$ cat src/rtl/paraleloserie_pkg.sv
// paraleloserie_pkg: constants and the state encoding shared by the
// parallel-to-serial transmitter and its bench.
//   K_IDLE : comma/idle fill symbol
//   SLOTS  : bit slots per byte (one byte every SLOTS clk32f cycles)
//   CNT_W  : width of the slot counter
//   state_t: SYNC (alignment idle run) / RUN (normal operation)
package paraleloserie_pkg;

  localparam logic [7:0] K_IDLE = 8'hBC;
  localparam int         SLOTS  = 8;
  localparam int         CNT_W  = $clog2(SLOTS);

  typedef enum logic {
    SYNC = 1'b0,
    RUN  = 1'b1
  } state_t;

endpackage

$ cat src/rtl/paraleloserie.sv
// paraleloserie: parallel-to-serial transmitter, MSB first, one bit per
// clk32f cycle. Fills the line with IDLE when nothing is offered, and after
// every reset sends N_SYNC idle bytes before it starts accepting data.
// Ports:
//   clk32f  : bit-rate clock
//   reset   : asynchronous, active-high
//   in      : parallel byte to transmit
//   valid   : in holds a byte to send (hold stable until accepted)
//   ready   : byte is taken on this edge if valid is high
//   out     : serial data, MSB first
//   sending : out carries bits of a data byte (not idle)
module paraleloserie
  import paraleloserie_pkg::*;
#(
  parameter int               WIDTH  = 8,
  parameter logic [WIDTH-1:0] IDLE   = K_IDLE,
  parameter int               N_SYNC = 4
) (
  input  logic             clk32f,
  input  logic             reset,
  input  logic [WIDTH-1:0] in,
  input  logic             valid,
  output logic             ready,
  output logic             out,
  output logic             sending
);

  localparam int SW = $clog2(N_SYNC + 1);

  state_t           state, state_nx;
  logic [WIDTH-1:0] sr;
  logic [CNT_W-1:0] cnt;
  logic [SW-1:0]    sync_cnt;
  logic             load;

  // Slot 7 is the load slot: the next edge starts a fresh byte.
  assign load  = (cnt == CNT_W'(SLOTS - 1));
  assign ready = (state == RUN) && load;
  assign out   = sr[WIDTH-1];

  always_ff @(posedge clk32f or posedge reset) begin
    if (reset) state <= SYNC;
    else       state <= state_nx;
  end

  // Leave SYNC on the edge that loads the last idle of the alignment run.
  always_comb begin
    state_nx = state;
    if (state == SYNC && load && sync_cnt == SW'(N_SYNC - 1))
      state_nx = RUN;
  end

  always_ff @(posedge clk32f or posedge reset) begin
    if (reset) begin
      sr       <= '0;
      cnt      <= CNT_W'(SLOTS - 1);
      sync_cnt <= '0;
      sending  <= 1'b0;
    end else if (!load) begin
      sr  <= {sr[WIDTH-2:0], 1'b0};
      cnt <= cnt + CNT_W'(1);
    end else begin
      cnt <= '0;
      if (state == RUN && valid) begin
        sr      <= in;
        sending <= 1'b1;
      end else begin
        sr      <= IDLE;
        sending <= 1'b0;
        if (state == SYNC && sync_cnt != SW'(N_SYNC))
          sync_cnt <= sync_cnt + SW'(1);
      end
    end
  end

endmodule

$ cat config.mk
export PLATFORM = sky130hd
export DESIGN_NAME = paraleloserie
export DESIGN_NICKNAME = d
export VERILOG_FILES = /design/src/rtl/paraleloserie_pkg.sv /design/src/rtl/paraleloserie.sv
export SDC_FILE = /design/constraint.sdc
export NUM_CORES = 1
export LEC_CHECK = 0
export ABC_AREA = 1
export BUFFER_PORTS_ARGS = -buffer_cell sky130_fd_sc_hd__buf_4
export CAP_MARGIN = 20
export CELL_PAD_IN_SITES_DETAIL_PLACEMENT = 0
export CELL_PAD_IN_SITES_GLOBAL_PLACEMENT = 1
export CORE_ASPECT_RATIO = 1.2
export CORE_MARGIN = 2
export CORE_UTILIZATION = 38
export CTS_CLUSTER_SIZE = 28
export DETAILED_ROUTE_END_ITERATION = 8
export PLACE_DENSITY = 0.86
export SYNTH_ARGS = -nofsm -noshare
export SYNTH_HDL_FRONTEND = slang
export SYNTH_SLANG_ARGS = --single-unit
$ cat constraint.sdc
create_clock -name clk32f -period 1.9 [get_ports clk32f]
set_clock_uncertainty 0.2 [all_clocks]
set_input_delay 0.38 -clock clk32f [delete_from_list [all_inputs] [get_ports clk32f]]
set_output_delay 0.38 -clock clk32f [all_outputs]
set_load 0.1 [all_outputs]
==> results.yml <==
outcome:
  run_status: "finished, violations left"
  violations_in_the_final_reports: "setup timing"
drt:
  post_drt_wl_per_cell_um: 10.7
  detail_route.drc_violations: 0
  finalWirelength_um: 1220
  post_drt_via_cell_ratio: 4.74
  drt_first_iter_violations: 2
  detail_route.first_pass.iterations: 4
  antenna_left: 0
  vias: 540
floorplan:
  overall_die_area_um2: 2240
  ioPinCount: 14
  die_height_um: 51.5
  die-width_um: 43.5
  initial_utilization_pct: 39.4
  coreArea_um2: 1810
  placement_rows: 17
sta:
  fin_worst_hold_slack_ns: 0.0877
  setup_viol: 1
  timing.final.hold_violations: 0
  part_of_the_cycle_the_worst_path_needs_pct: 105
  max_slew.worst_pin.slew_ns: 0.585
  timing_max_transition_violations_final: 0
  max-slew-margin-rel_pct: 61.0
  min_period_ns: 1.99
  timing.final.ws_setup_ns: -0.0931
  fmax_mhz: 502
  setup_repair_after_global_routing_missed_its_margin: "yes"
setup_path:
  crit_path_cell_trace: "ha_4, ha_4, nand2_4, clkinvlp_4, buf_12"
  critPathMaxStageDelay_ns: 0.56
  critical_path_cell_count: 5
  critPathSlowestCell: "sky130_fd_sc_hd__dfstp_2"
  crit_fanout: 2
  reg2regPathDepth: 7
  criticalPathCategory: "reg2out"
  cp_data_arrival_time_ns: 1.41
  critical_path.endpoint: "ready"
  critPathMostFrequentCell: "sky130_fd_sc_hd__ha_4"
  reg_to_reg_end: "sr[1]"
  critPathRequiredTime_ns: 1.32
  worst_setup_path_start_kind: "flip-flop"
  cp-startpoint: "cnt[0]"
  worstReg2RegStart: "cnt[0]"
  crit_path_end_kind: "output port"
  regToRegSetupSlack_ns: 0.33
  worst-path-buf-inv: 2
  timing.critical_path.max_delay_family: "flip-flops"
global_route:
  global_route_total_overflow: 0
  grt_start_max_net_pins: 17
  number_of_global_route_vias_before_repair: 547
  antenna_violations_before_repair: 0
  grt_pass1_wl_um: 2240
  grt_usage_pct: 13.9
power:
  cellInternalPower_uw: 451
  leakage_nw: 0.481
  seqPwrFrac_pct: 59.7
  pwr-share-comb_pct: 9.0
  fraction_of_power_spent_switching_nets_pct: 23.3
  cellPowerDensity_nw_per_um2: 643
  clock_power_share_pct: 31.3
  peakVddDrop_mv: 0.343
  p_switching_uw: 137
finish:
  fillers: 176
  most_common_cell_after_layout_fill_and_taps_aside: "sky130_fd_sc_hd__nand2_1"
  antennaDiodeCount: 0
  stdcell_area_um2: 916
  post_route_cells_drive_above_1_share_pct: 28.4
  num-nets-final: 113
  syn_to_final_growth_pct: 28.4
  layout_common_cells: "27 x sky130_fd_sc_hd__nand2_1, 13 x sky130_fd_sc_hd__buf_4, 13 x sky130_fd_sc_hd__dfrtp_1, 8 x sky130_fd_sc_hd__inv_1, 5 x sky130_fd_sc_hd__o21ai_0"
  fin_cells: 114
  finish.utilization_pct: 50.7
clock_tree:
  cts.sinks: 16
  clock_latency_at_the_later_pin_of_the_worst_skew_pair_ns: 0.28
  max-clock-path-buffers: 2
  clock_tree.root_cell: "sky130_fd_sc_hd__clkbuf_4"
  clk_pin_slew_worst_paths_ns: 0.09
  cts.htree.levels: 1
  tritoncts.num_buffers: 3
  postCtsSetupBuffers: 0
  tritoncts: "done"
logic_synthesis:
  postSynth.topFlopCell: "sky130_fd_sc_hd__dfrtp_1"
  synth_warnings: 0
  synthesis.area_um2: 713
  ys_seq_elements: 16
  post_synthesis_net_count: 94
  post_synth_num_cell_types: 13
  syn_area_per_cell_um2: 9.26
  synth-async-reset-ratio_pct: 100
  syn-instance-count: 77
  ys_seq_area_share_pct: 56.7
  synth_enable_flop_cells: 0
worst_hold_path:
  min-delay-path-class: "in2reg"
place:
  port-buffer-count: 13
  dp.final_hpwl_um: 892
  detailedPlace.worstSlack_ns: 0.0968
  placed_cell_area_um2: 852
  dpl.cell_count: 109
  gp_congestion: 0.742
job:
  max-cap-violations: 0
==> logic make-up after synthesis <==
logic type,Yosys count,share of synthesized area [%]
adder cells (fa/ha/maj),6,10.5
flip-flops,16,56.7
AND/OR/NAND/NOR,38,21.4
buffers and inverters,11,7.19
AO/OA/AOI/OAI,6,4.21
==> stage by stage <==
stage	setup TNS, ns	total power [mW]
global route	-0.148	0.620
CTS	-0.0946	0.596
floorplan	0	0.387
global placement	0	0.410
detailed placement	0	0.410
finish	-0.0931	0.588
==> timing repair <==
| item | CTS | global route |
|---|---|---|
| hold buffers | 1 | 0 |
| setup endpoints to repair | 1 | 1 |
| pin swaps | 0 | 0 |
| hold endpoints to repair | 13 | 0 |
| gates resized for setup | 5 | 0 |
==> power by group through the flow <==
stage               Sequential, mW  Combinational [mW]  Clock [mW]
floorplan                    0.374              0.0130           0
global placement             0.358              0.0522           0
detailed placement           0.358              0.0525           0
CTS                          0.351              0.0543       0.190
global route                 0.353              0.0585       0.209
finish                       0.351              0.0531       0.184
==> worst min-delay path by stage <==
stage | slack [ns] | startpoint | cells past startpoint | endpoint
after global routing | 0.09 | in[6] | 3 | sr[6]
after global placement | 0.23 | sr[4] | 2 | sr[5]
final | 0.09 | in[6] | 3 | sr[6]
after CTS | 0.08 | in[6] | 3 | sr[6]
after detailed placement | 0.24 | sr[4] | 2 | sr[5]
after floorplan | 0.09 | reset | 1 | sending
==> registers in the layout, indices dropped and copies added, names as in the netlist <==
register  cells
cnt           3
sending       1
sr            8
state         1
sync_cnt      3
==> worst min-delay path, cell delays in order <==
cell                      delay, ns
sky130_fd_sc_hd__buf_4         0.08
sky130_fd_sc_hd__nand2_1       0.04
sky130_fd_sc_hd__nand2_1       0.05
==> cell usage after synthesis (3+ instances only) <==
cell	count	area share [%]
sky130_fd_sc_hd__nand2_1	28	15
sky130_fd_sc_hd__dfrtp_1	13	46
sky130_fd_sc_hd__inv_1	9	4.7
sky130_fd_sc_hd__ha_1	6	11
sky130_fd_sc_hd__o21ai_0	5	3.5
sky130_fd_sc_hd__nand3_1	4	2.8
sky130_fd_sc_hd__nor2_1	4	2.1
sky130_fd_sc_hd__dfstp_2	3	11
==> layout make-up <==
cell class / instances / area [um^2] / area share (%)
Sequential cell: 16 / 404 / 44.1
Multi-Input combinational cell: 50 / 290 / 31.7
Timing Repair Buffer: 15 / 128 / 13.9
Inverter: 10 / 43.8 / 4.78
Clock buffer: 4 / 26.3 / 2.87
Tap cell: 19 / 23.8 / 2.60
==> layer usage <==
metal | part of all wire (%) | GRT usage, %
met5 | 0 | 0
met4 | 2.9 | 9.09
met3 | 5.2 | 3.53
met2 | 50 | 23.5
met1 | 42 | 15.0
(Power assumes the default switching activity.)
